**config.mk**
```make
export PLATFORM = sky130hd
export DESIGN_NAME = mac_seq
export DESIGN_NICKNAME = d
export VERILOG_FILES = /design/src/rtl/mac_seq_pkg.sv /design/src/rtl/mac_seq.sv
export SDC_FILE = /design/constraint.sdc
export NUM_CORES = 1
export LEC_CHECK = 0
export CAP_MARGIN = 10
export CORE_MARGIN = 2
export CORE_UTILIZATION = 45
export DETAILED_ROUTE_END_ITERATION = 10
export PLACE_DENSITY = 0.91
export SYNTH_ARGS = -nofsm -noshare
export SYNTH_HDL_FRONTEND = slang
export SYNTH_SLANG_ARGS = --single-unit
export TNS_END_PERCENT = 10
```
**constraint.sdc**
```tcl
create_clock -name clk -period 3.27 [get_ports clk]
set_clock_uncertainty 0.15 [all_clocks]
set_input_delay 0.4905 -clock clk [delete_from_list [all_inputs] [get_ports clk]]
set_output_delay 0.4905 -clock clk [all_outputs]
set_load 0.01 [all_outputs]
```
**src/rtl/mac_seq_pkg.sv**
```systemverilog
// Shared types for the MAC operand sequencer.
package mac_seq_pkg;

    typedef enum logic [2:0] {
        IDLE,
        CLR,
        FEED,
        DRAIN,
        DONE
    } state_t;

endpackage

```
**src/rtl/mac_seq.sv**
```systemverilog
// Operand sequencer for one MAC: clear, stream DEPTH pairs, capture Cout, hand off result.
// Optional FEED stall timeout enabled by defining MAC_SEQ_TIMEOUT_EN.
module mac_seq
    import mac_seq_pkg::*;
#(
    parameter int unsigned DATA_WIDTH = 8,
    parameter int unsigned DEPTH      = 8,
    parameter int unsigned TIMEOUT    = 255
) (
    input  logic                      clk,
    input  logic                      rst_n,
    input  logic                      start,
    input  logic                      in_valid,
    output logic                      in_ready,
    input  logic [DATA_WIDTH-1:0]     a_in,
    input  logic [DATA_WIDTH-1:0]     b_in,
    output logic                      mac_en,
    output logic                      mac_clr,
    output logic [DATA_WIDTH-1:0]     mac_a,
    output logic [DATA_WIDTH-1:0]     mac_b,
    input  logic [3*DATA_WIDTH-1:0]   mac_cout,
    output logic                      res_valid,
    input  logic                      res_ready,
    output logic [3*DATA_WIDTH-1:0]   res_data,
    output logic                      busy,
    output logic                      err
);

    localparam int unsigned ACC_W = 3 * DATA_WIDTH;
    localparam int unsigned CNT_W = $clog2(DEPTH + 1);
    localparam logic [CNT_W-1:0] LAST_BEAT = CNT_W'(DEPTH - 1);

    state_t           state;
    logic [CNT_W-1:0] beat_cnt;
    logic             drain_cnt;

`ifdef MAC_SEQ_TIMEOUT_EN
    localparam int unsigned IDLE_W = $clog2(TIMEOUT + 1);
    localparam logic [IDLE_W-1:0] IDLE_LAST = IDLE_W'(TIMEOUT - 1);
    logic [IDLE_W-1:0] idle_cnt;
`else
    assign err = 1'b0;
`endif

    // Only FEED takes operands; decoded straight from state so the handshake has no bubble.
    assign in_ready = (state == FEED);

    always_ff @(posedge clk or negedge rst_n) begin
        if (!rst_n) begin
            state     <= IDLE;
            beat_cnt  <= '0;
            drain_cnt <= 1'b0;
            mac_en    <= 1'b0;
            mac_clr   <= 1'b0;
            mac_a     <= '0;
            mac_b     <= '0;
            res_valid <= 1'b0;
            res_data  <= ACC_W'(0);
            busy      <= 1'b0;
`ifdef MAC_SEQ_TIMEOUT_EN
            idle_cnt  <= '0;
            err       <= 1'b0;
`endif
        end else begin
`ifdef MAC_SEQ_TIMEOUT_EN
            err <= 1'b0;
`endif
            case (state)
                IDLE: begin
                    if (start) begin
                        state   <= CLR;
                        mac_clr <= 1'b1;
                        busy    <= 1'b1;
                    end
                end
                CLR: begin
                    mac_clr <= 1'b0;
                    state   <= FEED;
                end
                FEED: begin
                    if (in_valid) begin
                        mac_a  <= a_in;
                        mac_b  <= b_in;
                        mac_en <= 1'b1;
`ifdef MAC_SEQ_TIMEOUT_EN
                        idle_cnt <= '0;
`endif
                        if (beat_cnt == LAST_BEAT) begin
                            beat_cnt  <= '0;
                            drain_cnt <= 1'b0;
                            state     <= DRAIN;
                        end else begin
                            beat_cnt <= beat_cnt + 1'b1;
                        end
                    end else begin
                        mac_en <= 1'b0;
`ifdef MAC_SEQ_TIMEOUT_EN
                        // Abandon the job when upstream stalls too long; no result is produced.
                        if (idle_cnt == IDLE_LAST) begin
                            err      <= 1'b1;
                            idle_cnt <= '0;
                            beat_cnt <= '0;
                            busy     <= 1'b0;
                            state    <= IDLE;
                        end else begin
                            idle_cnt <= idle_cnt + 1'b1;
                        end
`endif
                    end
                end
                DRAIN: begin
                    // Second edge lets the MAC fold in the final pair before Cout is captured.
                    mac_en <= 1'b0;
                    if (drain_cnt) begin
                        drain_cnt <= 1'b0;
                        res_data  <= mac_cout;
                        res_valid <= 1'b1;
                        state     <= DONE;
                    end else begin
                        drain_cnt <= 1'b1;
                    end
                end
                DONE: begin
                    if (res_ready) begin
                        res_valid <= 1'b0;
                        busy      <= 1'b0;
                        state     <= IDLE;
                    end
                end
                default: begin
                    state <= IDLE;
                end
            endcase
        end
    end

endmodule

```
==> impl_summary.log <==
[metrics] number of nets in the layout: ~270
[metrics] Pwr Total: around 2.9 mW
[metrics] result of the run: finished clean
[metrics] Hold Vio Cnt, Final: 0
[metrics] FILL cells: about 340
[metrics] post-synthesis sequential area ratio: 60.6%
[metrics] number of routed nets with antenna violations: 0
[metrics] Critical Path Fanout Max: 8
[metrics] Clock H-tree levels: 2
[metrics] number of cells produced by synthesis: around 130
[metrics] full die area: around 0.0053 sq mm
[metrics] weighted congestion at the end of routability-driven global placement: just over 0.8
[metrics] number of placed instances with taps included: about 270
[metrics] Post CTS Setup Buffer Count: 0
[metrics] WL final: just over 4 mm
[metrics] netlist area before placement: around 0.0021 sq mm
[metrics] unrepaired setup endpoints after global routing: false
[metrics] final global-route overflow total: 0
[metrics] number of placement rows: 25
[metrics] initial antenna violation count: 0
[metrics] Worst Setup End Kind: primary output
[metrics] I/O Pins: 91
[metrics] Routed wire per std cell: about 15 um
[metrics] multiplexer share of the synthesized area: 25.8%
[metrics] Min-Delay Path Class: in -> async
[metrics] Synth cell types: 28
[metrics] Core Area: 0.00466 sq mm
[metrics] data required time at the worst endpoint: between 2000 and 3000 ps
[metrics] number of nets in the synthesized netlist: 180
[metrics] simple-gate share of the synthesized area: under 10%
[metrics] setup total negative slack: 0 ps
[metrics] cell area reported after detailed placement: between 0.003 and 0.004 sq mm
[metrics] sum of net half-perimeters after detailed placement: between 3 and 4 mm
[metrics] startpoint types: flop
[metrics] DRC Markers: 0
[metrics] worst-case register-to-register setup slack: 1430 ps
[metrics] share of the synthesized area in compound gates (AO/OA/AOI/OAI): 3.15%
[metrics] layout-stage area growth over the synthesis result: 46.0%
[metrics] initial standard-cell utilization of the core: around 46%
[metrics] PnR worst setup slack: approximately 900 ps
[metrics] router iterations before antenna repair: 4
[metrics] CTS tree: done
[metrics] Final period util: between 70 and 80%
[metrics] most common library cell in the layout ignoring fill and taps: clkdlybuf4s50_1
[metrics] number of global-route vias before repair: around 1.4k
[metrics] number of buffers inserted by port buffering: between 80 and 90
[metrics] type of the worst setup path: reg -> out
[metrics] static leakage: roughly 1.4 nW
[metrics] pin count of the biggest net entering global routing: 34
[metrics] post-layout instance area: roughly 0.0031 sq mm
[metrics] CTS resizes: 0
[metrics] maximum clock frequency: approximately 0.42 GHz
[metrics] Yosys reg bits: 52
[metrics] Max clock buf depth: 2
[metrics] source-to-sink clock delay at the later pin of the worst-skew pair: between 200 and 300 ps
[metrics] number of clock buffers inserted by TritonCTS: 5
[metrics] launching element of the worst setup path: state[2]
[metrics] ratio of cells with drive above 1 in the final layout: roughly a fifth
[metrics] final period demand of the worst path: ~2400 ps
[metrics] number of cell instances on the worst register-to-register path: 3
[metrics] via count normalized by instance count: 5.02
[metrics] arrival time of the worst setup path: around 1700 ps
[metrics] y dimension of the die: roughly 73 um
[metrics] largest family of logic cells by synthesized area: multiplexers
[metrics] overall global routing resource usage: about 16%
[metrics] clock root buffer master: clkbuf_8
[metrics] worst-case vdd ir drop: between 400 and 500 uV
[metrics] total power divided by cell area: approximately 900 mW/mm^2
[metrics] warning count from the yosys run: 0
[metrics] cts hold-fix bufs: 0
[metrics] number of standard cells in the final layout excluding fillers: 280
[metrics] transition time at the pin with the least slew margin: between 700 and 800 ps
[metrics] DRC marker count from the first detailed-route iteration: 57
[metrics] worst slack at placement: between 1000 and 1500 ps
[metrics] number of inserted diodes: 0
[metrics] adder-cell area share of the yosys netlist: less than 1%
[metrics] via count of the routed design: ~1.4k
[metrics] CTS sink count: between 50 and 60
[metrics] highest-count cells in the layout ignoring fill and taps: clkdlybuf4s50_1, dfrtp_1, mux2_4
[metrics] end of the worst register-to-register path: beat_cnt[3]
[metrics] wire length of the first global-routing pass: ~6.6 mm
[metrics] average cell area after synthesis: approximately 16 sq um
[metrics] parity-gate share of the synthesized area counting xor and xnor cells: less than 1%
[metrics] r2r startpoint: state[0]
[metrics] max_cap viols: 0
[metrics] Final Max Slew Viols: 0
[metrics] register clock-pin slew on the reported worst setup and hold paths: ~90 ps
[metrics] horizontal die dimension: 73.1 um
[metrics] final setup fails: 0
[metrics] headroom to the max-slew limit: around 53%
-- worst max-delay path by stage --
stage                        to  slack, ps  cells past startpoint
floorplan              mac_a[0]       1700                      4
global placement    beat_cnt[3]       1120                      4
detailed placement  beat_cnt[3]       1090                      4
CTS                    in_ready        870                      3
global route           in_ready        800                      3
finish                 in_ready        890                      3
-- metal layers --
metal  vias to the layer above  part of all wire (%)  global-route usage, %
li1                        647                     -                      -
met1                       695                    45                   21.2
met2                        58                    47                   25.8
met3                         6                   6.8                   3.59
met4                         0                   1.4                   5.56
met5                         -                     0                      0
-- cell type report --
class | instances | area [sq um] | area share [%]
repair buffers | 90 | 893 | 28.5
flip-flops and latches | 52 | 1300 | 41.5
clock buffers | 8 | 90.1 | 2.87
multi-input cells | 76 | 783 | 25.0
well taps | 54 | 67.6 | 2.15
-- power by group --
| part | total [mW] | switching, mW | leakage [nW] | internal [mW] |
|---|---|---|---|---|
| combinational | 1.36 | 0.466 | 0.736 | 0.892 |
| sequential | 1.15 | 0.195 | 0.606 | 0.957 |
| clock | 0.361 | 0.188 | 0.0455 | 0.173 |
-- Yosys cell counts, drive strengths merged --
cell type  count  area [sq um]
or2b           1          7.51
a21o           2          15.0
and4bb         1          16.3
mux2          42           544
nor2           5          18.8
nor3           1          5.00
and4b          1          10.0
nand3          1          17.5
o21ai          2          10.0
mux2i          1          10.0
nand4          1          6.26
nand2          4          15.0
a221o          1          10.0
xnor2          1          8.76
ha             1          12.5
and2b          1          8.76
conb           1          3.75
nor2b          1          8.76
nor3b          1          7.51
buf            6          63.8
nand3b         1          7.51
and3           1          7.51
o2bb2ai        2          17.5
a21oi          3          15.0
dfrtp         52          1300
-- logic make-up (layout without fill, tap and decap cells) --
kind of cell             after synthesis  count (layout)
XOR/XNOR                               1               1
buffers and inverters                  6              98
other                                  1               1
multiplexers                          43              43
adder cells (fa/ha/maj)                1               1
AND/OR/NAND/NOR                       20              20
flip-flops                            52              52
AO/OA/AOI/OAI                         10              10
-- stage by stage --
step | utilization (%) | hold WS [ps]
after floorplan | - | 44.9
after global placement | 65.3 | 319
after detailed placement | 65.3 | 325
after CTS | 67.3 | 121
after global routing | 67.3 | 149
final | 67.3 | 87.9
-- critical path: stages, from the launching register on --
cell             delay (ps)
dfrtp_1                 470
or2b_1                  280
nor2_1                  130
clkdlybuf4s50_1         570
-- flip-flops by register name, indices dropped and copies added (netlist names) --
name       cells
beat_cnt       4
busy           1
drain_cnt      1
mac_a          8
mac_b          8
mac_clr        1
mac_en         1
res_data      24
res_valid      1
state          3
Power figures use the tool's default switching activity.
